File: src/rtl/meas_scheduler_if.sv
// ---------------------------------------------------------------------------
// meas_scheduler_if
//
// Purpose:
//   Bundles the control, event-input and result signals of meas_scheduler so
//   the scheduler and its surroundings connect through a single port.
//
// Signals:
//   start       sweep start pulse (master -> slave)
//   stop        stop-continuous pulse (master -> slave)
//   continuous  restart the sweep after the last channel (master -> slave)
//   ch_mask     channel enables, NCH bits (master -> slave)
//   window_len  counting window length, WIN_W bits (master -> slave)
//   ch_in       synchronous event inputs, NCH bits (master -> slave)
//   sel         one-hot channel currently gated (slave -> master)
//   value       event count of the reported window (slave -> master)
//   ch_id       channel index of value (slave -> master)
//   ovf         count saturated in the reported window (slave -> master)
//   valid       one-cycle strobe qualifying value/ch_id/ovf (slave -> master)
//   busy        scheduler not idle (slave -> master)
//
// Modports:
//   master  drives control and events, observes results
//   slave   the scheduler side
// ---------------------------------------------------------------------------
interface meas_scheduler_if #(
    parameter int NCH   = 4,
    parameter int CNT_W = 12,
    parameter int WIN_W = 16
);
    localparam int CH_W = $clog2(NCH);

    logic             start;
    logic             stop;
    logic             continuous;
    logic [NCH-1:0]   ch_mask;
    logic [WIN_W-1:0] window_len;
    logic [NCH-1:0]   ch_in;

    logic [NCH-1:0]   sel;
    logic [CNT_W-1:0] value;
    logic [CH_W-1:0]  ch_id;
    logic             ovf;
    logic             valid;
    logic             busy;

    modport master (
        output start, stop, continuous, ch_mask, window_len, ch_in,
        input  sel, value, ch_id, ovf, valid, busy
    );

    modport slave (
        input  start, stop, continuous, ch_mask, window_len, ch_in,
        output sel, value, ch_id, ovf, valid, busy
    );
endinterface

File: src/rtl/meas_scheduler.sv
// ---------------------------------------------------------------------------
// meas_scheduler
//
// Purpose:
//   Time-shares a single gated rising-edge counter between NCH event inputs.
//   A sweep visits the enabled channels in ascending index order; for each
//   one it gates the channel, waits SETTLE idle cycles, counts rising edges
//   for a fixed window and then reports the count with the channel index and
//   a one-cycle valid strobe. In continuous mode the sweep restarts after the
//   last channel until a stop request is seen.
//
// Parameters:
//   NCH     number of event channels (>= 2)
//   CNT_W   event counter / result width
//   WIN_W   window length width
//   SETTLE  idle cycles after a channel switch before counting (>= 1)
//
// Ports:
//   clk   single clock, all logic on the rising edge
//   rst   asynchronous active-high reset
//   bus   meas_scheduler_if slave modport:
//           in : start, stop, continuous, ch_mask, window_len, ch_in
//           out: sel, value, ch_id, ovf, valid, busy
// ---------------------------------------------------------------------------
module meas_scheduler #(
    parameter int NCH    = 4,
    parameter int CNT_W  = 12,
    parameter int WIN_W  = 16,
    parameter int SETTLE = 2
) (
    input  logic            clk,
    input  logic            rst,
    meas_scheduler_if.slave bus
);

    localparam int CH_W  = $clog2(NCH);
    // The settle timer only has to hold SETTLE-1.
    localparam int SET_W = (SETTLE > 1) ? $clog2(SETTLE) : 1;

    localparam logic [2:0] S_IDLE   = 3'd0;
    localparam logic [2:0] S_SELECT = 3'd1;
    localparam logic [2:0] S_SETTLE = 3'd2;
    localparam logic [2:0] S_COUNT  = 3'd3;
    localparam logic [2:0] S_REPORT = 3'd4;

    logic [2:0]       state;
    logic [2:0]       state_nxt;

    // Sweep configuration, frozen for the duration of a sweep
    logic [NCH-1:0]   mask_lat;
    logic [WIN_W-1:0] win_lat;
    logic             cont_lat;
    logic             stop_req;

    // Channel scan position and currently gated channel
    logic [CH_W-1:0]  ptr;
    logic [CH_W-1:0]  cur;

    // Phase timers
    logic [SET_W-1:0] settle_cnt;
    logic [WIN_W-1:0] win_cnt;

    // Gated counter and its edge detector
    logic [CNT_W-1:0] counter;
    logic             cnt_ovf;
    logic             prev_in;

    // Registered result outputs
    logic [CNT_W-1:0] value_r;
    logic [CH_W-1:0]  ch_id_r;
    logic             ovf_r;
    logic             valid_r;

    // Combinational helpers
    logic [WIN_W-1:0] win_in_eff;
    logic             start_ok;
    logic             restart;
    logic             cur_in;
    logic             rise;
    logic [CH_W-1:0]  scan_idx;
    logic             has_higher;

    // A zero window length is treated as a one-cycle window.
    assign win_in_eff = (bus.window_len == '0) ? WIN_W'(1) : bus.window_len;
    assign start_ok   = bus.start && (bus.ch_mask != '0);
    // A stop arriving in the REPORT cycle itself also ends continuous mode.
    assign restart    = cont_lat && !(stop_req || bus.stop);
    assign cur_in     = bus.ch_in[cur];
    assign rise       = cur_in && !prev_in;

    // Lowest enabled channel at or above the scan pointer. Scanning from the
    // top down lets the last hit (the lowest index) win.
    always_comb begin
        scan_idx = '0;
        for (int i = NCH - 1; i >= 0; i--) begin
            if (mask_lat[i] && (CH_W'(i) >= ptr)) begin
                scan_idx = CH_W'(i);
            end
        end
    end

    // Whether any enabled channel remains above the one just measured.
    always_comb begin
        has_higher = 1'b0;
        for (int i = 0; i < NCH; i++) begin
            if (mask_lat[i] && (CH_W'(i) > cur)) begin
                has_higher = 1'b1;
            end
        end
    end

    // Next-state logic. A continuous restart with an all-zero mask drops
    // straight back to IDLE instead of entering SELECT with nothing to scan.
    always_comb begin
        state_nxt = state;
        case (state)
            S_IDLE: begin
                if (start_ok) begin
                    state_nxt = S_SELECT;
                end
            end
            S_SELECT: begin
                state_nxt = S_SETTLE;
            end
            S_SETTLE: begin
                if (settle_cnt == '0) begin
                    state_nxt = S_COUNT;
                end
            end
            S_COUNT: begin
                if (win_cnt == '0) begin
                    state_nxt = S_REPORT;
                end
            end
            S_REPORT: begin
                if (has_higher) begin
                    state_nxt = S_SELECT;
                end else if (restart && (bus.ch_mask != '0)) begin
                    state_nxt = S_SELECT;
                end else begin
                    state_nxt = S_IDLE;
                end
            end
            default: begin
                state_nxt = S_IDLE;
            end
        endcase
    end

    always_ff @(posedge clk or posedge rst) begin
        if (rst) begin
            state <= S_IDLE;
        end else begin
            state <= state_nxt;
        end
    end

    // Sweep configuration and channel pointer. Configuration is only sampled
    // at sweep start and at a continuous restart, so mid-sweep changes on the
    // inputs are ignored.
    always_ff @(posedge clk or posedge rst) begin
        if (rst) begin
            mask_lat <= '0;
            win_lat  <= '0;
            cont_lat <= 1'b0;
            ptr      <= '0;
            cur      <= '0;
        end else begin
            case (state)
                S_IDLE: begin
                    if (start_ok) begin
                        mask_lat <= bus.ch_mask;
                        win_lat  <= win_in_eff;
                        cont_lat <= bus.continuous;
                        ptr      <= '0;
                    end
                end
                S_SELECT: begin
                    cur <= scan_idx;
                end
                S_REPORT: begin
                    if (has_higher) begin
                        ptr <= cur + CH_W'(1);
                    end else if (restart) begin
                        mask_lat <= bus.ch_mask;
                        win_lat  <= win_in_eff;
                        ptr      <= '0;
                    end
                end
                default: begin
                end
            endcase
        end
    end

    // Stop request: cleared by an accepted start (start beats a simultaneous
    // stop), set by any stop while a sweep is in progress.
    always_ff @(posedge clk or posedge rst) begin
        if (rst) begin
            stop_req <= 1'b0;
        end else if (state == S_IDLE) begin
            if (start_ok) begin
                stop_req <= 1'b0;
            end
        end else if (bus.stop) begin
            stop_req <= 1'b1;
        end
    end

    // Settle and window timers count down to zero; the phase ends on the
    // cycle the timer reads zero, giving exactly SETTLE and W cycles.
    always_ff @(posedge clk or posedge rst) begin
        if (rst) begin
            settle_cnt <= '0;
            win_cnt    <= '0;
        end else begin
            case (state)
                S_SELECT: begin
                    settle_cnt <= SET_W'(SETTLE - 1);
                end
                S_SETTLE: begin
                    if (settle_cnt != '0) begin
                        settle_cnt <= settle_cnt - SET_W'(1);
                    end else begin
                        win_cnt <= win_lat - WIN_W'(1);
                    end
                end
                S_COUNT: begin
                    if (win_cnt != '0) begin
                        win_cnt <= win_cnt - WIN_W'(1);
                    end
                end
                default: begin
                end
            endcase
        end
    end

    // Gated edge counter. The edge detector is primed during SETTLE so a
    // level already high when counting begins is not seen as a rise.
    always_ff @(posedge clk or posedge rst) begin
        if (rst) begin
            counter <= '0;
            cnt_ovf <= 1'b0;
            prev_in <= 1'b0;
        end else begin
            case (state)
                S_SETTLE: begin
                    counter <= '0;
                    cnt_ovf <= 1'b0;
                    prev_in <= cur_in;
                end
                S_COUNT: begin
                    prev_in <= cur_in;
                    if (rise) begin
                        if (counter == '1) begin
                            cnt_ovf <= 1'b1;
                        end else begin
                            counter <= counter + CNT_W'(1);
                        end
                    end
                end
                default: begin
                end
            endcase
        end
    end

    // Result registers: captured in REPORT, held until the next report.
    always_ff @(posedge clk or posedge rst) begin
        if (rst) begin
            value_r <= '0;
            ch_id_r <= '0;
            ovf_r   <= 1'b0;
            valid_r <= 1'b0;
        end else begin
            valid_r <= (state == S_REPORT);
            if (state == S_REPORT) begin
                value_r <= counter;
                ch_id_r <= cur;
                ovf_r   <= cnt_ovf;
            end
        end
    end

    assign bus.sel   = ((state == S_SETTLE) || (state == S_COUNT)) ?
                       (NCH'(1) << cur) : '0;
    assign bus.value = value_r;
    assign bus.ch_id = ch_id_r;
    assign bus.ovf   = ovf_r;
    assign bus.valid = valid_r;
    assign bus.busy  = (state != S_IDLE);

endmodule

File: src/flat_wrapper.sv
// flat-port wrapper written by rule: the top's interface ports become plain ports
module meas_scheduler_flat 
#(
    parameter int NCH    = 4,
    parameter int CNT_W  = 12,
    parameter int WIN_W  = 16,
    parameter int SETTLE = 2
)
  (clk, rst, bus_start, bus_stop, bus_continuous, bus_ch_mask, bus_window_len, bus_ch_in, bus_sel, bus_value, bus_ch_id, bus_ovf, bus_valid, bus_busy);
  meas_scheduler_if #(.NCH(NCH), .CNT_W(CNT_W), .WIN_W(WIN_W)) bus_i ();
  input  logic clk;
  input  logic rst;
  input wire logic [$bits(bus_i.start)-1:0] bus_start;
  input wire logic [$bits(bus_i.stop)-1:0] bus_stop;
  input wire logic [$bits(bus_i.continuous)-1:0] bus_continuous;
  input wire logic [$bits(bus_i.ch_mask)-1:0] bus_ch_mask;
  input wire logic [$bits(bus_i.window_len)-1:0] bus_window_len;
  input wire logic [$bits(bus_i.ch_in)-1:0] bus_ch_in;
  output wire logic [$bits(bus_i.sel)-1:0] bus_sel;
  output wire logic [$bits(bus_i.value)-1:0] bus_value;
  output wire logic [$bits(bus_i.ch_id)-1:0] bus_ch_id;
  output wire logic [$bits(bus_i.ovf)-1:0] bus_ovf;
  output wire logic [$bits(bus_i.valid)-1:0] bus_valid;
  output wire logic [$bits(bus_i.busy)-1:0] bus_busy;
  assign bus_i.start = bus_start;
  assign bus_i.stop = bus_stop;
  assign bus_i.continuous = bus_continuous;
  assign bus_i.ch_mask = bus_ch_mask;
  assign bus_i.window_len = bus_window_len;
  assign bus_i.ch_in = bus_ch_in;
  assign bus_sel = bus_i.sel;
  assign bus_value = bus_i.value;
  assign bus_ch_id = bus_i.ch_id;
  assign bus_ovf = bus_i.ovf;
  assign bus_valid = bus_i.valid;
  assign bus_busy = bus_i.busy;
  meas_scheduler #(.NCH(NCH), .CNT_W(CNT_W), .WIN_W(WIN_W), .SETTLE(SETTLE)) u_core (.clk(clk), .rst(rst), .bus(bus_i));
endmodule
File: config.mk
export PLATFORM = sky130hd
export DESIGN_NAME = meas_scheduler_flat
export DESIGN_NICKNAME = d
export VERILOG_FILES = /design/src/rtl/meas_scheduler_if.sv /design/src/rtl/meas_scheduler.sv /design/src/flat_wrapper.sv
export SDC_FILE = /design/constraint.sdc
export NUM_CORES = 1
export LEC_CHECK = 0
export ABC_AREA = 0
export CAP_MARGIN = 20
export CORE_MARGIN = 1.5
export CORE_UTILIZATION = 50
export CTS_BUF_LIST = sky130_fd_sc_hd__clkbuf_8 sky130_fd_sc_hd__clkbuf_16
export DETAILED_ROUTE_END_ITERATION = 16
export PLACE_DENSITY = 0.82
export SLEW_MARGIN = 10
export SYNTH_ARGS = -nofsm -noshare
export SYNTH_HDL_FRONTEND = slang
export SYNTH_SLANG_ARGS = --single-unit
export TNS_END_PERCENT = 30
File: constraint.sdc
create_clock -name clk -period 4.1 [get_ports clk]
set_input_delay 0.82 -clock clk [delete_from_list [all_inputs] [get_ports clk]]
set_output_delay 0.82 -clock clk [all_outputs]
set_load 0.05 [all_outputs]
==> summary.md <==
| Metric | Value |
|---|---|
| Outcome | finished clean |
| Fillcell total | 709 |
| Worst R2R Start | u_core.state[2] |
| Syn Area/Cell | about 9.4 um^2 |
| CTS Buf Count | 9 |
| Largest net degree at the start of global routing | 35 |
| Final setup fails | 0 |
| Post-synth cell types | 64 |
| Antenna diodes | 0 |
| Main synth FF type | dfrtp_1 |
| Top post-synthesis cells by area | dfrtp_1, nand2_1, nor2_1 |
| Final hold violation count | 0 |
| Worst Skew | between 0.01 and 0.015 ns |
| Vias | 3654 |
| Area of the core | between 0.008 and 0.009 mm^2 |
| Initial antenna violation count | 0 |
| GPL Wtd Cong | 0.898 |
| Yosys top cell area share | 43.8% |
| I/O pin cnt | 50 |
| Total Routing Usage GR | 22.5% |
| Ys async rst share | 100% |
| Startpoint types | flop |
| TNS Setup | 0 ns |
| Slew @ Worst Pin | 0.838 ns |
| Sequential cell area | 0.00190 mm^2 |
| CP Max Fanout | 11 |
| Commonest non-fill, non-tap cell in the layout | dfrtp_1 |
| Drt total wl | ~9600 um |
| Most frequent cells in the layout | dfrtp_1, nand2_1, clkdlybuf4s50_1 |
| Fin crit period | 3.00 ns |
| Crit path launch | u_core.state[1] |
| Die extent in y | 96.2 um |
| Leak | 0.00228 uW |
| Busiest grt layer | met2 |
| Pwr dens | 296 mW/mm^2 |
| Hpwl dp | 6940 um |
| Post-Syn Area | 0.00434 mm^2 |
| CTS resizes | 0 |
| Met2 usage | 36.6% |
| First-iteration detailed-routing DRC count | 186 |
| Drt first pass iters | 5 |
| Final Max Tran Viols | 0 |
| Vias in the first global route | 3478 |
| Yosys reg bits | 76 |
| Hold Path Class | reg2reg |
| Antenna Violating Nets Remaining | 0 |
| Clock Sinks | 76 |
| Top cell type by total area after synthesis | dfrtp_1 |
| Post-CTS Hold Buffers | 0 |
| Initial Util | 52.3% |
| Worst skew pair latency | 0.36 ns |
| Die width | 96.2 um |
| DR WL/cell | 15.6 um |
| H-tree depth | 3 |
| Crit path kind | reg2out |
| Post-synth EDFFs | 0 |
| CTS tree | yes |
| First-pass GRT wire length | 16200 um |
| Site row count | 33 |
| Grt met1 use | 29.7% |
| Cell count after synthesis | 462 |
| Clock-pin slew on the worst setup and hold paths | 0.09 ns |
| Rel. slew slack | between 40% and 50% |
| Nets | approximately 540 |
| Setup crit end kind | primary output |
| Critical path data arrival time | roughly 2.2 ns |
| Layout cell share with drive strength beyond 1 | 8.64% |
| Max IR drop VDD | slightly below 0.2 mV |
| Max Freq | 333 MHz |
| Tot Pwr | around 1500 uW |
| MaxCap Viol Count | 0 |
| Final Cycle Share | about three quarters |
| Maximum buffer depth of the clock tree | 2 |
| DRC violations left | 0 |
| Clk root buf | clkbuf_8 |
| RSZ-0062 raised after global routing | false |
| Post-synthesis net count | just under 500 |
| Post-detailed-route via-to-cell ratio | 5.95 |
| Post CTS Setup Buffer Count | 0 |
| Layout area overhead | 16.5% |
| Post-synthesis sequential area ratio | 43.8% |
| Synth warnings | 0 |
| Area occupied by multi-input gates | 0.00223 mm^2 |
| GRT overflow | 0 |
| Hold_sp | u_core.bus.value[4] |
| Die footprint | between 0.009 and 0.01 mm^2 |
| Met3 Use GR | 4.19% |
| Worst Path Required | approximately 3.3 ns |
| Port Buffer Count | 49 |
-- stage by stage --
step	area [um^2]	utilization [%]	worst slack (ns)	hold slack, ns	cells
after global placement	4850	58.4	1.12	0.449	598
final	5050	60.9	1.10	0.477	614
after global routing	5050	60.9	0.889	0.514	614
after CTS	5050	60.9	1.08	0.485	614
after detailed placement	4850	58.4	1.02	0.462	598
after floorplan	4340	-	1.34	0.438	462
-- logic make-up after synthesis --
kind of cell / after synthesis / share of synthesized area (%)
AOI/OAI and AO/OA: 105 / 17.1
muxes: 24 / 6.14
buffers and inverters: 37 / 4.79
xor gates and xnor gates: 11 / 2.22
and+or+nand+nor: 203 / 24.2
DFF: 76 / 43.8
adders and majority gates: 6 / 1.73
-- routing by layer --
metal | vias up | wire, um
met2 | 115 | 4730
li1 | 1774 | -
met4 | 0 | 130
met3 | 13 | 440
met5 | - | 0
met1 | 1752 | 4290
-- Yosys cell counts (4+ instances only) --
master	number
buf_4	5
ha_1	6
nor3_1	22
a31oi_1	5
nand4_1	8
nand3_1	11
and2_1	5
o2bb2ai_1	4
inv_1	13
xnor2_1	10
nand2_1	71
o21a_1	5
mux2i_1	12
nor4_1	10
a211oi_1	5
clkbuf_1	4
a22o_1	14
buf_6	5
a22oi_1	5
a21oi_1	26
buf_2	10
nor3b_1	4
dfrtp_1	76
nor2_1	45
mux2_1	9
o21ai_0	18
-- worst max-delay path, stage by stage, from the launching register on --
cell and delay, ns:
dfrtp_1 0.55, nor2b_4 0.32, and2_1 0.17, clkdlybuf4s50_1 0.80
-- power by group --
group	internal [uW]	leakage [uW]	switching, uW	total [uW]
clock network	303	0.000107	296	599
logic	52.4	0.00120	44.0	96.4
registers	770	0.000973	32.7	803
total	1130	0.00228	372	1500
-- flip-flops by register name, indices dropped and copies added, names as in the netlist, 2 cells and up --
signal / count
u_core.bus.value: 12
u_core.bus.ch_id: 2
u_core.cur: 2
u_core.win_lat: 16
u_core.ptr: 2
u_core.mask_lat: 4
u_core.win_cnt: 16
u_core.counter: 12
u_core.state: 3
-- area by class of cell --
type	instances	area share (%)
inverter	13	0.965
clock buffer	10	2.72
tap	105	2.60
timing repair buffer	55	10.6
sequential	76	37.6
multi-input combinational	349	44.1
clock inverter	6	1.39
-- final timing paths --
kind                                       endpoint  slack [ns]  depth (start not counted)
worst min-delay path            u_core.bus.value[4]        0.48                          2
worst min register to register  u_core.bus.value[4]        0.48                          2
worst max-delay path                     bus_sel[3]        1.10                          3
min in group asynchronous         u_core.counter[2]        0.90                          2
max in group asynchronous        u_core.win_lat[11]        2.41                          3
worst max register to register   u_core.win_cnt[14]        1.19                          8
Power figures use the tool's default switching activity.
==> RTL change 1: new RTL, config.mk and constraints unchanged <==
`CNT_W` is set to 12 in 3 places; all go to 6.
--- a/src/rtl/meas_scheduler_if.sv
+++ b/src/rtl/meas_scheduler_if.sv
@@ -26,5 +26,5 @@
 interface meas_scheduler_if #(
     parameter int NCH   = 4,
-    parameter int CNT_W = 12,
+    parameter int CNT_W = 6,
     parameter int WIN_W = 16
 );
--- a/src/rtl/meas_scheduler.sv
+++ b/src/rtl/meas_scheduler.sv
@@ -25,5 +25,5 @@
 module meas_scheduler #(
     parameter int NCH    = 4,
-    parameter int CNT_W  = 12,
+    parameter int CNT_W  = 6,
     parameter int WIN_W  = 16,
     parameter int SETTLE = 2
--- a/src/flat_wrapper.sv
+++ b/src/flat_wrapper.sv
@@ -3,5 +3,5 @@
 #(
     parameter int NCH    = 4,
-    parameter int CNT_W  = 12,
+    parameter int CNT_W  = 6,
     parameter int WIN_W  = 16,
     parameter int SETTLE = 2
Interface: changed (resized bus_value); port bits go from 50 to 44. No check against the original RTL was run, so the function may have changed too.
==> RTL change 1 against the unedited design <==
- area after synthesis shrank 17%
- sequential cell count fell by 12
- global-route usage rose by 1.2 points
- synthesized cell count down 16%
- worst setup slack lost 0.039 ns
- sequential share of layout area fell by 0.87 points
- non-clock buffer count shrank 5
- design area fell by 14%
- via count shrank 13%
- routed wire length down 13%
Power is not compared: it rests on default switching activity, and its combinational part moved more than twofold at a synthesized area within 25%.
==> RTL change 1: results (changes against the unedited design) <==
* CTS Buf Count at 9 (unchanged)
* Largest net degree at the start of global routing at 43 (+23%)
* Dpl cells at 520 (-13%)
* Worst-skew pair later-pin latency at 0.34 ns (-0.02 ns)
* #MultiIn Comb at 293 (-16%)
* Non-clk bufs at 50 (-9.1%)
* Routed Wire Length at 8.30 mm (-13%)
* Met1 usage in global routing at 0.324 (+0.0269)
* Total track usage at 0.237 (+0.0125)
* Share of cells above drive strength 1 at 0.125 (+0.0386)
* Seq/total area at 0.368 (-0.00874)
* Number of global-route vias before repair at 3011 (-13%)
* Finished Cell Area at 0.00436 mm^2 (-14%)
* CP top delay family: buffers and inverters
* P_leak at between 1.5 and 2 nW
* Sequential area share after synthesis at 0.444 (+0.00569)
* Syn_nets at 425 (-14%)
* Netlist cell types at 58 (-9.4%)
* VDD IR-drop max at 0.000286 V
* Final clock-cell share at 0.0505 (+0.00944)
* Post-DP HPWL at 5.85 mm (-16%)
* Buffer share of cell area at 0.111 (+0.00488)
* Most frequent cells after synthesis: dfrtp_1, nand2_1, o21ai_0
* Vias at 3165 (-13%)
* Final nets at 470 (-13%)
* # port buffers at 43 (-12%)
* Synth warn at 0 (unchanged)
* Pre-CTS setup slack at 1.10 ns (+0.0774 ns)
* Worst EP arrival at 2.22 ns (+0.04 ns)
* Adder-Cell Fraction of Synth Area at 0.0208 (+0.00351)
* Global-route wire length before repair at 14.0 mm (-13%)
* Post-synthesis xor/xnor area fraction at 0.0121 (-0.0101)
* Synth Area in Compound Gates at 0.188 (+0.0171)
* Final Skew at 0.00880 ns (-0.00547 ns)
* Met3 Use GR at 0.0481 (+0.00620)
* Fin cells at 536 (-13%)
* Crit-path max FO at 14 (+3)
* Fraction of area in multi-input gates at 0.429 (-0.0121)
* Synth area leaders: dfrtp_1, mux2_2, nand2_1
* Util after Layout at 0.634 (+0.0254)
* Met2 Use GR at 0.375 (+0.00982)
* Actual slew at the worst max-slew pin at 0.872 ns (+0.0342 ns)
* Initial drt markers at 222 (+19%)
* Syn_area_per_cell at 9.25 um^2 (-1.5%)
* Nonclk inv count at 17 (+4)
* Post-DP Area at 0.00414 mm^2 (-15%)
* Status: complete, no violations
* Post-synthesis mux area share at 0.0919 (+0.0305)
* FF+latch count, synth at 64 (-16%)
* Fillcell total at 548 (-23%)
* Routability cong. at 0.884 (-1.6%)
* Worst-path clk slew at 0.07 ns (-0.02 ns)
## RTL change 1: path summary, 6_finish.rpt
check / slack, ns / depth (start not counted) / start / to
setup / recovery: 1.06 / 3 / u_core.state[2] / bus_sel[0]
hold / removal: 0.47 / 2 / u_core.bus.value[4] / u_core.bus.value[4]
setup reg to reg: 1.14 / 9 / u_core.state[2] / u_core.win_cnt[12]
hold reg to reg: 0.47 / 2 / u_core.bus.value[4] / u_core.bus.value[4]
max in group asynchronous: 2.39 / 3 / rst / u_core.cur[1]
min in group asynchronous: 0.98 / 2 / rst / u_core.bus.value[5]
## RTL change 1: worst register-to-register path, stage by stage (launching register included)
cell	delay [ns]
dfrtp_1	0.59
nand3b_1	0.19
buf_4	0.29
mux2i_1	0.33
ha_1	0.47
inv_1	0.16
a21oi_2	0.32
a21boi_0	0.21
o21ai_0	0.09
a22o_1	0.21
## RTL change 1: layer usage
metal,vias to the layer above,wire (um)
met3,12,499
met5,-,0
met2,128,4010
li1,1520,-
met4,0,110
met1,1505,3680
==> RTL change 2: new RTL, same flow settings <==
Without the edit above. Reset style: synchronous (`rst`), changed in 6 clocked blocks. Comments in the files are not updated.
--- a/src/rtl/meas_scheduler.sv
+++ b/src/rtl/meas_scheduler.sv
@@ -148,5 +148,5 @@
     end
 
-    always_ff @(posedge clk or posedge rst) begin
+    always_ff @(posedge clk) begin
         if (rst) begin
             state <= S_IDLE;
@@ -159,5 +159,5 @@
     // at sweep start and at a continuous restart, so mid-sweep changes on the
     // inputs are ignored.
-    always_ff @(posedge clk or posedge rst) begin
+    always_ff @(posedge clk) begin
         if (rst) begin
             mask_lat <= '0;
@@ -196,5 +196,5 @@
     // Stop request: cleared by an accepted start (start beats a simultaneous
     // stop), set by any stop while a sweep is in progress.
-    always_ff @(posedge clk or posedge rst) begin
+    always_ff @(posedge clk) begin
         if (rst) begin
             stop_req <= 1'b0;
@@ -210,5 +210,5 @@
     // Settle and window timers count down to zero; the phase ends on the
     // cycle the timer reads zero, giving exactly SETTLE and W cycles.
-    always_ff @(posedge clk or posedge rst) begin
+    always_ff @(posedge clk) begin
         if (rst) begin
             settle_cnt <= '0;
@@ -239,5 +239,5 @@
     // Gated edge counter. The edge detector is primed during SETTLE so a
     // level already high when counting begins is not seen as a rise.
-    always_ff @(posedge clk or posedge rst) begin
+    always_ff @(posedge clk) begin
         if (rst) begin
             counter <= '0;
@@ -268,5 +268,5 @@
 
     // Result registers: captured in REPORT, held until the next report.
-    always_ff @(posedge clk or posedge rst) begin
+    always_ff @(posedge clk) begin
         if (rst) begin
             value_r <= '0;
Formal check against the unedited RTL: differs if rst is asserted again (counterexample within 4 cycles, from zero or initial values and one cycle with rst high); with rst held inactive, the same outputs for 10 cycles.
==> RTL change 2 against the unedited design <==
- design area is 7.4% lower
- count of clock-buffer cells in the layout is 1 lower
- non-clock buffer count is 1 lower
- area after synthesis is 9.8% lower
- routed wire length is 1.6% lower
- worst setup slack worse by 0.28 ns
- sequential cell count stayed put
Power is not compared: it rests on default switching activity, and its combinational part moved more than twofold at a synthesized area within 25%.
==> RTL change 2: results (changes against the unedited design) <==
* Met2 Use GR at 0.377 (+0.0113)
* Met1 usage in global routing at 0.301 (+0.00421)
* Post-DP HPWL at 6.69 mm (-3.6%)
* Global-route wire length before repair at 15.7 mm (-2.8%)
* Number of global-route vias before repair at 3446 (-0.92%)
* Syn_nets at 524 (+5.4%)
* Slew headroom at 0.404 (-0.0302)
* Final nets at 563 (+4.5%)
* Routed Wire Length at 9.43 mm (-1.6%)
* Crit-path max FO at 24 (+13)
* CP top delay family: simple AND/OR/NAND/NOR gates
* Reg2Reg Setup Slack at 0.82 ns (-0.37 ns)
* Pre-antenna DRT Iters at 5 (unchanged)
* Vias/cell at 5.96 (+0.21%)
* Most frequent cells after synthesis: dfxtp_1, nand2_1, a21oi_1
* Netlist cell types at 60 (-6.3%)
* # port buffers at 49 (unchanged)
* FFs w/ async S/R, synth at 0 (-1.00)
* Sequential area share after synthesis at 0.389 (-0.0497)
* Largest net degree at the start of global routing at 45 (+29%)
* Max stage delay cell, worst path: and3b_1
* Post-route clock period utilization at 0.800 (+0.0672)
* Final Skew at 0.0150 ns (+0.000724 ns)
* Routability cong. at 0.927 (+3.3%)
* Synth warn at 0 (unchanged)
* Pre-CTS setup slack at 0.894 ns (-0.130 ns)
* Main synth FF type: dfxtp_1
* Total track usage at 0.229 (+0.00460)
* Status: complete, no violations
* Fillcell total at 690 (-2.7%)
* Initial drt markers at 246 (+32%)
* Worst EP arrival at 3.56 ns (+1.38 ns)
* Critical Path Start: u_core.state[0]
* Synth area leaders: dfxtp_1, nand2_1, a21oi_1
* Post-CTS Setup Bufs at 0 (unchanged)
* Share of cells above drive strength 1 at 0.0619 (-0.0245)
* Met3 Use GR at 0.0452 (+0.00336)
* Hold path startpoint: u_core.bus.value[0]
[RTL change 2: cell types whose count changed in the layout (fill, tap and decap cells not counted), moves of 9 or more]
cell,unedited run,this run
dfxtp_1,0,76
a21oi_1,26,51
o21ai_1,0,9
mux2i_1,12,22
dfrtp_1,76,0
a22o_1,14,0
[RTL change 2: layout make-up]
class	count	area share
clock buffers	9	0.0265
clock inverters	7	0.0176
inverters	10	0.00802
multi-input cells	377	0.484
flip-flops and latches	76	0.325
well taps	102	0.0273
repair buffers	54	0.112
[RTL change 2: where the power goes]
| group | switching, mW | internal, mW |
|---|---|---|
| sequential | 0.101 | 0.810 |
| combinational | 0.424 | 0.281 |
| clock | 0.306 | 0.291 |
| total | 0.831 | 1.38 |
[RTL change 2: cell families after synthesis]
group                      share of synthesized area
and+or+nand+nor                                0.260
AOI/OAI and AO/OA                              0.203
muxes                                         0.0678
adders and majority gates                     0.0192
DFF                                            0.389
xor gates and xnor gates                      0.0246
buffers and inverters                         0.0364
[RTL change 2: final timing paths]
check                         to  cells after the start
min reg2reg  u_core.bus.value[0]                      2
max reg2reg   u_core.win_cnt[12]                      9
max           u_core.win_cnt[12]                      9
min          u_core.bus.value[0]                      2
[RTL change 2: stage by stage]
step / hold WS, ns / instance area [um^2] / instances / power, mW
floorplan: 0.432 / 3920 / 489 / 1.44
global placement: 0.442 / 4470 / 619 / 1.59
detailed placement: 0.449 / 4470 / 619 / 1.62
CTS: 0.461 / 4680 / 635 / 2.21
global route: 0.474 / 4680 / 635 / 2.33
finish: 0.458 / 4680 / 635 / 2.21
[RTL change 2: tightest hold or removal path, stage by stage, from the launching register on]
cell	delay, ns
dfxtp_1	0.31
nand2_1	0.05
a21oi_1	0.05
[RTL change 2: routing by layer]
metal | share of wire | vias to the layer above
met5 | 0 | -
met4 | 0.011 | 0
met3 | 0.064 | 14
met2 | 0.48 | 132
met1 | 0.45 | 1797
li1 | - | 1844
